<file path="config.mk">
export PLATFORM = sky130hd
export DESIGN_NAME = pipe_hazard_ctrl
export DESIGN_NICKNAME = d
export VERILOG_FILES = /design/src/rtl/pipe_hazard_ctrl.sv
export SDC_FILE = /design/constraint.sdc
export NUM_CORES = 1
export LEC_CHECK = 0
export CELL_PAD_IN_SITES_DETAIL_PLACEMENT = 0
export CELL_PAD_IN_SITES_GLOBAL_PLACEMENT = 2
export CORE_MARGIN = 2
export CORE_UTILIZATION = 23
export CTS_CLUSTER_DIAMETER = 150
export DETAILED_ROUTE_END_ITERATION = 16
export PLACE_DENSITY = 0.8
export RECOVER_POWER = 50
export REMOVE_ABC_BUFFERS = 1
export SYNTH_ARGS = -nofsm -noshare
export SYNTH_HDL_FRONTEND = slang
export SYNTH_SLANG_ARGS = --single-unit
</file>
<file path="constraint.sdc">
create_clock -name clock -period 3 [get_ports clock]
set_input_delay 0.3 -clock clock [delete_from_list [all_inputs] [get_ports clock]]
set_output_delay 0.3 -clock clock [all_outputs]
set_load 0.01 [all_outputs]
</file>
<file path="src/rtl/pipe_hazard_ctrl.sv">
// Hazard/sequencing controller: ID forwarding selects, load-use stall, branch flush and
// data-memory wait freeze with timeout. Define HAZARD_PERF_CNT_EN for stall/flush counters.
module pipe_hazard_ctrl #(
  parameter int unsigned TO_CYCLES = 16,
  parameter int unsigned TO_W      = 5
) (
  input  logic       clock,
  input  logic       resetn,
  input  logic       use_rs,
  input  logic       use_rt,
  input  logic [4:0] rs,
  input  logic [4:0] rt,
  input  logic       pcsrc_taken,
  input  logic       ewreg,
  input  logic       em2reg,
  input  logic [4:0] ern,
  input  logic       mwreg,
  input  logic       mm2reg,
  input  logic [4:0] mrn,
  input  logic       mmem_req,
  input  logic       dmem_ack,
  output logic [1:0] fwda,
  output logic [1:0] fwdb,
  output logic       wpcir,
  output logic       fd_flush,
  output logic       de_bubble,
  output logic       freeze,
  output logic       mw_bubble,
  output logic       mem_err
`ifdef HAZARD_PERF_CNT_EN
  ,
  output logic [31:0] perf_mem_stall,
  output logic [31:0] perf_lu_stall,
  output logic [31:0] perf_flush
`endif
);

  typedef enum logic [1:0] {StRun, StMemWait, StError} state_e;

  state_e          state_q;
  logic [TO_W-1:0] cnt_q;
  logic            mem_err_q;
  logic            memstall;
  logic            lu;
  logic            flush_raw;

  // EX beats MEM; register 0 is never forwarded.
  function automatic logic [1:0] fwd_sel(input logic [4:0] src,
                                         input logic ew, input logic em, input logic [4:0] en,
                                         input logic mw, input logic mm, input logic [4:0] mn);
    if (ew && !em && (en == src) && (en != 5'd0))      return 2'd1;
    else if (mw && !mm && (mn == src) && (mn != 5'd0)) return 2'd2;
    else if (mw && mm && (mn == src) && (mn != 5'd0))  return 2'd3;
    else                                               return 2'd0;
  endfunction

  always_ff @(posedge clock or negedge resetn) begin
    if (!resetn) begin
      state_q   <= StRun;
      cnt_q     <= '0;
      mem_err_q <= 1'b0;
    end else begin
      case (state_q)
        StRun: begin
          if (mmem_req && !dmem_ack) begin
            state_q <= StMemWait;
            cnt_q   <= TO_W'(1);
          end
        end
        StMemWait: begin
          if (dmem_ack) begin
            state_q <= StRun;
            cnt_q   <= '0;
          end else if (cnt_q == TO_W'(TO_CYCLES)) begin
            state_q   <= StError;
            mem_err_q <= 1'b1;
          end else begin
            cnt_q <= cnt_q + TO_W'(1);
          end
        end
        StError: ;
        default: state_q <= StRun;
      endcase
    end
  end

  assign mem_err = mem_err_q;

  always_comb begin
    memstall = ((state_q == StRun) && mmem_req && !dmem_ack) ||
               ((state_q == StMemWait) && !dmem_ack) ||
               (state_q == StError);
    lu = ewreg && em2reg && (ern != 5'd0) &&
         ((use_rs && (ern == rs)) || (use_rt && (ern == rt)));

    fwda      = fwd_sel(rs, ewreg, em2reg, ern, mwreg, mm2reg, mrn);
    fwdb      = fwd_sel(rt, ewreg, em2reg, ern, mwreg, mm2reg, mrn);
    wpcir     = 1'b1;
    fd_flush  = 1'b0;
    de_bubble = 1'b0;
    freeze    = 1'b0;
    mw_bubble = 1'b0;

    if (memstall) begin
      wpcir     = 1'b0;
      freeze    = 1'b1;
      mw_bubble = 1'b1;
    end else if (lu) begin
      wpcir     = 1'b0;
      de_bubble = 1'b1;
    end else if (pcsrc_taken) begin
      fd_flush = 1'b1;
    end
    flush_raw = fd_flush;

    // Outputs are held inactive for the whole reset, not just until the next edge.
    if (!resetn) begin
      fwda      = 2'd0;
      fwdb      = 2'd0;
      wpcir     = 1'b1;
      fd_flush  = 1'b0;
      de_bubble = 1'b0;
      freeze    = 1'b0;
      mw_bubble = 1'b0;
    end
  end

`ifdef HAZARD_PERF_CNT_EN
  logic [31:0] perf_mem_stall_q, perf_lu_stall_q, perf_flush_q;

  always_ff @(posedge clock or negedge resetn) begin
    if (!resetn) begin
      perf_mem_stall_q <= '0;
      perf_lu_stall_q  <= '0;
      perf_flush_q     <= '0;
    end else begin
      if (memstall)        perf_mem_stall_q <= perf_mem_stall_q + 32'd1;
      if (lu && !memstall) perf_lu_stall_q  <= perf_lu_stall_q + 32'd1;
      if (flush_raw)       perf_flush_q     <= perf_flush_q + 32'd1;
    end
  end

  assign perf_mem_stall = perf_mem_stall_q;
  assign perf_lu_stall  = perf_lu_stall_q;
  assign perf_flush     = perf_flush_q;
`endif

endmodule

</file>
* Yosys cells after proc, flatten, opt, wreduce, memory -nomap -nowiden
Cells that the tools add are included.
** Word-level totals
- Register bits after elaboration :: 8
- Input port bits :: 31
- Output and inout port bits :: 10
** Operators by class
- Equality and inequality tests :: 10
- Muxes and demuxes :: 28
- Add/sub/neg operators :: 1
- Reduce and logical (&&, ||, !) cells :: 37
- Bitwise logic cells :: 2
** Operators with widths (count)
- 1-bit logical AND :: 24
- 2-bit two-way mux :: 11
- 5-bit == test :: 4
- 5-bit two-way mux :: 3
- 1-bit two-way mux :: 12
- 5-bit case mux with 2 select lines :: 1
- 5-bit nonzero test :: 2
- 3-bit AND reduction :: 3
- 3-bit != test (second input constant) :: 2
- 2-bit case mux with 3 select lines :: 1
- 5-bit by 1-bit adder with 5-bit output (second input constant) :: 1
- 5-bit == test (second input constant) :: 1
- 1-bit zero test :: 3
- 1-bit logical OR :: 3
- 2-bit by 1-bit == test with 1-bit output (second input constant) :: 1
- 2-bit == test (second input constant) :: 1
- 2-bit zero test :: 1
- 2-bit != test (second input constant) :: 1
- 1-bit NOT :: 2
- 2-bit nonzero test :: 1

* Logic depth before layout (Yosys ltp)
Gate-level depths: netlist of run 1.
- Depth in word-level cells :: 7
- Mapped depth :: 6
- Mapped depth without buffers :: 6

* Worst setup path before layout of run 1
Ideal clock, no wire load.
- Path kind :: input to output
- Start :: in ern[2]
- End :: out fwda[1]
- Path buffers :: 0
- Setup slack :: 1389 ps
- Arrival :: 1311 ps
- Stages :: 4
- Path through :: or4_4 -> o21ai_4 -> nor3_2 -> nor3_2
** Between the ends
- Cells in the longest elaborated chain, start to end :: 5
- Elaborated cells on any way between the ends :: 6
** RTL lines
- from (decl) :: RTL line 16 : input logic [4:0] ern,
- 5-bit == test :: RTL line 51 : if (ew && !em && (en == src) && (en != 5'd0)) return 2'd1;
- 1-bit logical AND :: RTL line 51
- 1-bit logical AND (*) :: RTL line 51
- 2-bit two-way mux (*) :: RTL line 51
- 2-bit two-way mux (*) :: RTL line 117 : if (!resetn) begin
- to (decl) :: RTL line 22 : output logic [1:0] fwda,
Mark *: on every way between the ends. The rest lies on a longest branch, timed or not.

* Worst setup path after layout of run 1
- Start :: in ern[2]
- End :: out fwdb[1]
** Between the ends
- Cells in the longest elaborated chain, start to end :: 5
- Elaborated cells on any way between the ends :: 6
** RTL lines
- 5-bit == test :: RTL line 51
- 1-bit logical AND :: RTL line 51
- 1-bit logical AND (*) :: RTL line 51
- 2-bit two-way mux (*) :: RTL line 51
- 2-bit two-way mux (*) :: RTL line 117
- to (decl) :: RTL line 23 : output logic [1:0] fwdb,
Marks and branches as above.

==> flow_summary.json, run 1 <==
{
  "outcome": "completed",
  "core_sq_um": 3390,
  "fin_crit_sh_pct": 88.5,
  "worstMarginPinSlew_ns": 0.392,
  "clkSinkCount": 8,
  "slew_headroom_pct": 73.8,
  "grt_pass1_vias": 878,
  "met2_usage_pct": 21.5,
  "floorplan.initialDensity_pct": 24.4,
  "cts_setup_buffers": 0,
  "final_cell_area_sq_um": 1300,
  "ys.flop_type": "dfrtp_1",
  "hold_viol": 0,
  "io-pin-count": 41,
  "peakVddDrop_uv": 171,
  "cp_max_fo": 3,
  "nets": 178,
  "io_buffers": 40,
  "vias_per_cell": 4.52,
  "place_area_sq_um": 1280,
  "yosysSeqAreaShare_pct": 24.2,
  "n_antenna_cell": 0,
  "required_ns": 2.70,
  "grt_busiest_layer": "met2",
  "wl_per_cell_um": 12.7,
  "min_path_type": "primary input to async pin",
  "finalSetupTns_ns": 0,
  "tritoncts": "yes",
  "post_cts_resized": 0,
  "netlist_instances": 101,
  "preCtsSetupSlack_ns": 0.296,
  "fmax_ghz": 0.377,
  "rsz0062_at_grt": "false",
  "drc": 0,
  "grt_max_degree": 11,
  "skew_ns": 0.00127,
  "globalRoute.totalOverflow": 0,
  "setup_violations": 0,
  "leakage_nw": 0.501,
  "cts_made_buffers": 3,
  "firstDrtPassIters": 4,
  "cts_buffer_depth": 2,
  "netlist.area_leader.share_pct": 24.2,
  "hpwl_um": 2040,
  "grt_usage_pct": 12.2,
  "syn_to_final_growth_pct": 56.6,
  "ys_async_sr_fraction_pct": 100,
  "gp_congestion": 0.767,
  "period_minus_slack_ns": 2.66,
  "layout.cells.non_filler": 189,
  "grt_pass1_wl_um": 3950,
  "antenna_left": 0,
  "synth_edf_count": 0,
  "antenna_found_initial": 0,
  "grt_use_met3_pct": 1.76,
  "clkTransAtPathRegs_ns": 0.06,
  "path_class": "primary input to output port",
  "ctsHoldBuffers": 0,
  "fillers": 350,
  "use_met1_pct": 14.9,
  "synth_area_leaders": "dfrtp_1 (24%), xor2_1 (18%), nand2_1 (5.0%), nor3_1 (4.8%), nor3_2 (4.8%)",
  "synth_top_area_cell": "dfrtp_1",
  "drt-total-wl_um": 2400,
  "synth-seq-cells": 8,
  "insertion_delay_ns": 0.26,
  "max-cap-violations": 0,
  "root_buffer": "clkbuf_4",
  "power_mw": 0.341,
  "rows": 21,
  "crit_path_start_kind": "primary input",
  "avgSynthCellArea_sq_um": 8.20,
  "synth_cell_types": 33,
  "ys_top_cells_by_count": "xor2_1 (17), nand2_1 (11), dfrtp_1 (8), nor2_1 (8), nor3_1 (8)",
  "htree_levels": 1,
  "synth_most_common_cell": "xor2_1",
  "syn-cell-area_sq_um": 828,
  "synth-warning-count": 0,
  "power_density_nw_per_um2": 263,
  "critPathCaptureType": "output port",
  "drive_above_1_share_pct": 8.39,
  "critical_path_arrival_ns": 2.36,
  "layout_setup_ws_ns": 0.345,
  "dieArea_sq_um": 4100,
  "drt_iter0_drc": 33,
  "finalMaxSlewViolations": 0,
  "die_x_um": 64.0,
  "dp.cells": 186,
  "vias": 854,
  "fp.dieH_um": 64.0
}
metrics by stage:
step / util (%) / hold WS (ns)
after CTS: 38.5 / 0.334
after detailed placement: 37.8 / 0.480
after floorplan: - / 0.00441
final: 38.3 / 0.399
after global placement: 37.8 / 0.470
after global routing: 38.3 / 0.404
sequential cells by signal, summed over array words and instances (netlist names):
name and flops:
state_q 2, mem_err 1, cnt_q 5
metal layers:
layer  part of all wire [%]  routed length [um]
met2                     49                1170
met5                      0                   0
met1                     44                1060
met3                    6.0                 144
met4                    1.2                  29
logic make-up (layout without fill, tap and decap cells):
family / count (synthesis) / after routing / share of synthesized area (%)
and+or+nand+nor: 47 / 47 / 31.0
AOI/OAI and AO/OA: 16 / 16 / 15.3
DFF: 8 / 8 / 24.2
xor gates and xnor gates: 21 / 21 / 22.2
adders and majority gates: 2 / 2 / 3.02
buffers and inverters: 6 / 48 / 3.17
muxes: 1 / 1 / 1.21
report_power, final:
| group | switching, mW | total [mW] | internal, mW |
|---|---|---|---|
| sequential | 0.0100 | 0.126 | 0.116 |
| combinational | 0.0577 | 0.130 | 0.0725 |
| clock | 0.0389 | 0.0849 | 0.0459 |
| total | 0.107 | 0.341 | 0.235 |
path summary, 6_finish.rpt:
check	startpoint	end	slack, ns	cells after the start
setup / recovery	ern[2]	fwdb[1]	0.34	6
hold / removal	resetn	state_q[0]	0.40	1
setup reg to reg	state_q[1]	cnt_q[2]	1.55	4
hold reg to reg	mem_err	mem_err	0.49	1
max in group asynchronous	resetn	cnt_q[4]	2.05	2
min in group clock	mem_err	mem_err	0.49	1
cells in the final DEF, fill, tap and decap left out, drive strengths merged:
master,instances
a211oi,1
clkdlybuf4s50,38
nor3,12
nor2,8
nand2,11
o21ai,3
nand3,5
inv,4
mux2i,1
clkbuf,4
nand2b,2
o21bai,2
o211ai,1
dlygate4sd3,2
o32a,1
or2,1
ha,2
nand4,1
nor2b,1
o21a,3
xor2,17
and3,2
or4,2
a21oi,4
nand4bb,1
a22o,1
dfrtp,8
xnor2,4
or3,1
critical path, cell delays in order:
cell,delay [ns]
clkdlybuf4s50_1,0.47
or4_4,0.57
o21ai_4,0.20
nor3_2,0.08
nor3_2,0.18
clkdlybuf4s50_1,0.56
area by class of cell:
type / instances / area (sq um) / share of cell area, %
repair buffers: 41 / 404 / 31.1
clock buffers: 3 / 22.5 / 1.74
multi-input cells: 87 / 598 / 46.1
well taps: 46 / 57.6 / 4.44
flip-flops and latches: 8 / 200 / 15.4
inverters: 4 / 15.0 / 1.16
Note: power is estimated with default switching activity, not from simulation.
==> inputs of run 2 (changes only) <==
--- a/config.mk
+++ b/config.mk
@@ -11,9 +11,11 @@
 export CORE_UTILIZATION = 23
 export CTS_CLUSTER_DIAMETER = 150
 export DETAILED_ROUTE_END_ITERATION = 16
+export GPL_TIMING_DRIVEN = 0
 export PLACE_DENSITY = 0.8
 export RECOVER_POWER = 50
 export REMOVE_ABC_BUFFERS = 1
+export SLEW_MARGIN = 40
 export SYNTH_ARGS = -nofsm -noshare
 export SYNTH_HDL_FRONTEND = slang
 export SYNTH_SLANG_ARGS = --single-unit
==> run 2 against run 1 <==
Die area did not move. Design area shrank 0.29%. Register-to-register slack about the same. Routed wire length about the same. Flip-flop and latch count did not move. Largest cell class unchanged. Largest power group unchanged. Highest routed layer unchanged.
==> flow_summary.json, run 2 (synthesized netlist as in run 1, its figures left out) <==
{
  "outcome": "completed",
  "layout.cells.non_filler": 188,
  "critical_path_arrival_ns": 2.36,
  "finalMaxSlewViolations": 0,
  "skew_ns": 0.000543,
  "grt_max_degree": 16,
  "path_class": "primary input to output port",
  "leakage_nw": 0.499,
  "cp_max_fo": 3,
  "critPathCaptureType": "output port",
  "largest_reg_flops": 5,
  "cts_buffer_depth": 2,
  "floorplan.initialDensity_pct": 24.4,
  "largest-register": "cnt_q",
  "antenna_found_initial": 0,
  "drt-total-wl_um": 2400,
  "slowest_delay_ns": 0.58,
  "fin_crit_sh_pct": 88.8,
  "slew_headroom_pct": 61.8,
  "hpwl_um": 1990,
  "fillers": 366,
  "peakVddDrop_uv": 191,
  "drive_above_1_share_pct": 8.45,
  "rows": 21,
  "io-pin-count": 41,
  "path_cells": "clkdlybuf4s50_1 -> or4_4 -> o21ai_4 -> nor3_2 -> nor3_2 -> clkdlybuf4s50_1",
  "startpoint": "ern[2]",
  "multiInputGateArea_sq_um": 598,
  "slowest_stage": "or4_4",
  "vias": 855,
  "htree_levels": 1,
  "drc": 0,
  "wl_per_cell_um": 12.8,
  "n_antenna_cell": 0,
  "core_sq_um": 3390,
  "fp.dieH_um": 64.0,
  "clkSinkCount": 8,
  "firstDrtPassIters": 4,
  "r2r_start": "state_q[1]",
  "antenna_left": 0,
  "hold_viol": 0,
  "finalSetupTns_ns": 0,
  "power_density_nw_per_um2": 261,
  "crit_path_start_kind": "primary input",
  "globalRoute.totalOverflow": 0,
  "worstMarginPinSlew_ns": 0.572,
  "period_minus_slack_ns": 2.66,
  "cts_setup_buffers": 0,
  "min_path_type": "flip-flop to flip-flop",
  "final_cell_area_sq_um": 1290,
  "layout_common_cells": "clkdlybuf4s50_1 (38), xor2_1 (17), nand2_1 (11)",
  "place_area_sq_um": 1270,
  "drt_iter0_drc": 11,
  "nets": 177,
  "root_buffer": "clkbuf_4",
  "layout.cells.most_common": "clkdlybuf4s50_1",
  "grt_usage_pct": 12.3,
  "io_buffers": 40,
  "ctsHoldBuffers": 0,
  "vias_per_cell": 4.55,
  "gp_congestion": 0.749,
  "grt_pass1_wl_um": 3970,
  "die_x_um": 64.0,
  "hold_start": "mem_err",
  "power_mw": 0.338,
  "hold_ws_ns": 0.482,
  "setup_violations": 0,
  "max-cap-violations": 0,
  "required_ns": 2.70,
  "dp.cells": 185,
  "grt_pass1_vias": 883,
  "final-seq-area_sq_um": 200,
  "syn_to_final_growth_pct": 56.2,
  "rsz0062_at_grt": "false",
  "insertion_delay_ns": 0.25,
  "tritoncts": "yes",
  "clkTransAtPathRegs_ns": 0.05,
  "cts_made_buffers": 3,
  "post_cts_resized": 0,
  "fmax_ghz": 0.375,
  "dieArea_sq_um": 4100
}
## run 2: layout make-up
cell class / count / area share, %
multi-input cells: 87 / 46.2
well taps: 46 / 4.45
flip-flops and latches: 8 / 15.5
repair buffers: 40 / 30.9
clock buffers: 3 / 1.74
inverters: 4 / 1.16
## run 2: power breakdown
part           switching (mW)  internal [mW]  leakage (nW)  total, mW
sequential             0.0100          0.116         0.107      0.126
clock                  0.0362         0.0458        0.0138     0.0820
combinational          0.0573         0.0723         0.379      0.130
## run 2: final timing paths
path,slack [ns],end,cells after the start
setup / recovery,0.34,fwdb[1],6
hold / removal,0.48,mem_err,1
setup reg to reg,1.55,cnt_q[2],4
hold reg to reg,0.48,mem_err,1
max in group asynchronous,2.14,cnt_q[3],1
min in group asynchronous,0.49,cnt_q[0],1
## run 2: routing by layer
layer	part of all wire [%]	track usage (%)
met5	0	0
met4	0.38	4.89
met3	7.2	2.99
met2	48	21.2
met1	45	14.5
## run 2: stage by stage
stage,setup WS (ns),util [%]
after floorplan,1.39,-
after global placement,0.324,37.6
after detailed placement,0.307,37.6
after CTS,0.304,38.3
after global routing,0.181,38.2
final,0.337,38.2
## run 2: worst max-delay path: cells and delay by family
family	cells	cell delay [ns]
AND/OR/NAND/NOR	3	0.84
AO/OA/AOI/OAI	1	0.18
buffers and inverters	2	1.04
==> inputs of run 3 (changes only) <==
--- a/config.mk
+++ b/config.mk
@@ -19,3 +19,4 @@
 export SYNTH_ARGS = -nofsm -noshare
 export SYNTH_HDL_FRONTEND = slang
 export SYNTH_SLANG_ARGS = --single-unit
+export TNS_END_PERCENT = 5
==> results of run 3 <==
Final layout, timing and power as in run 2 (identical DEF).
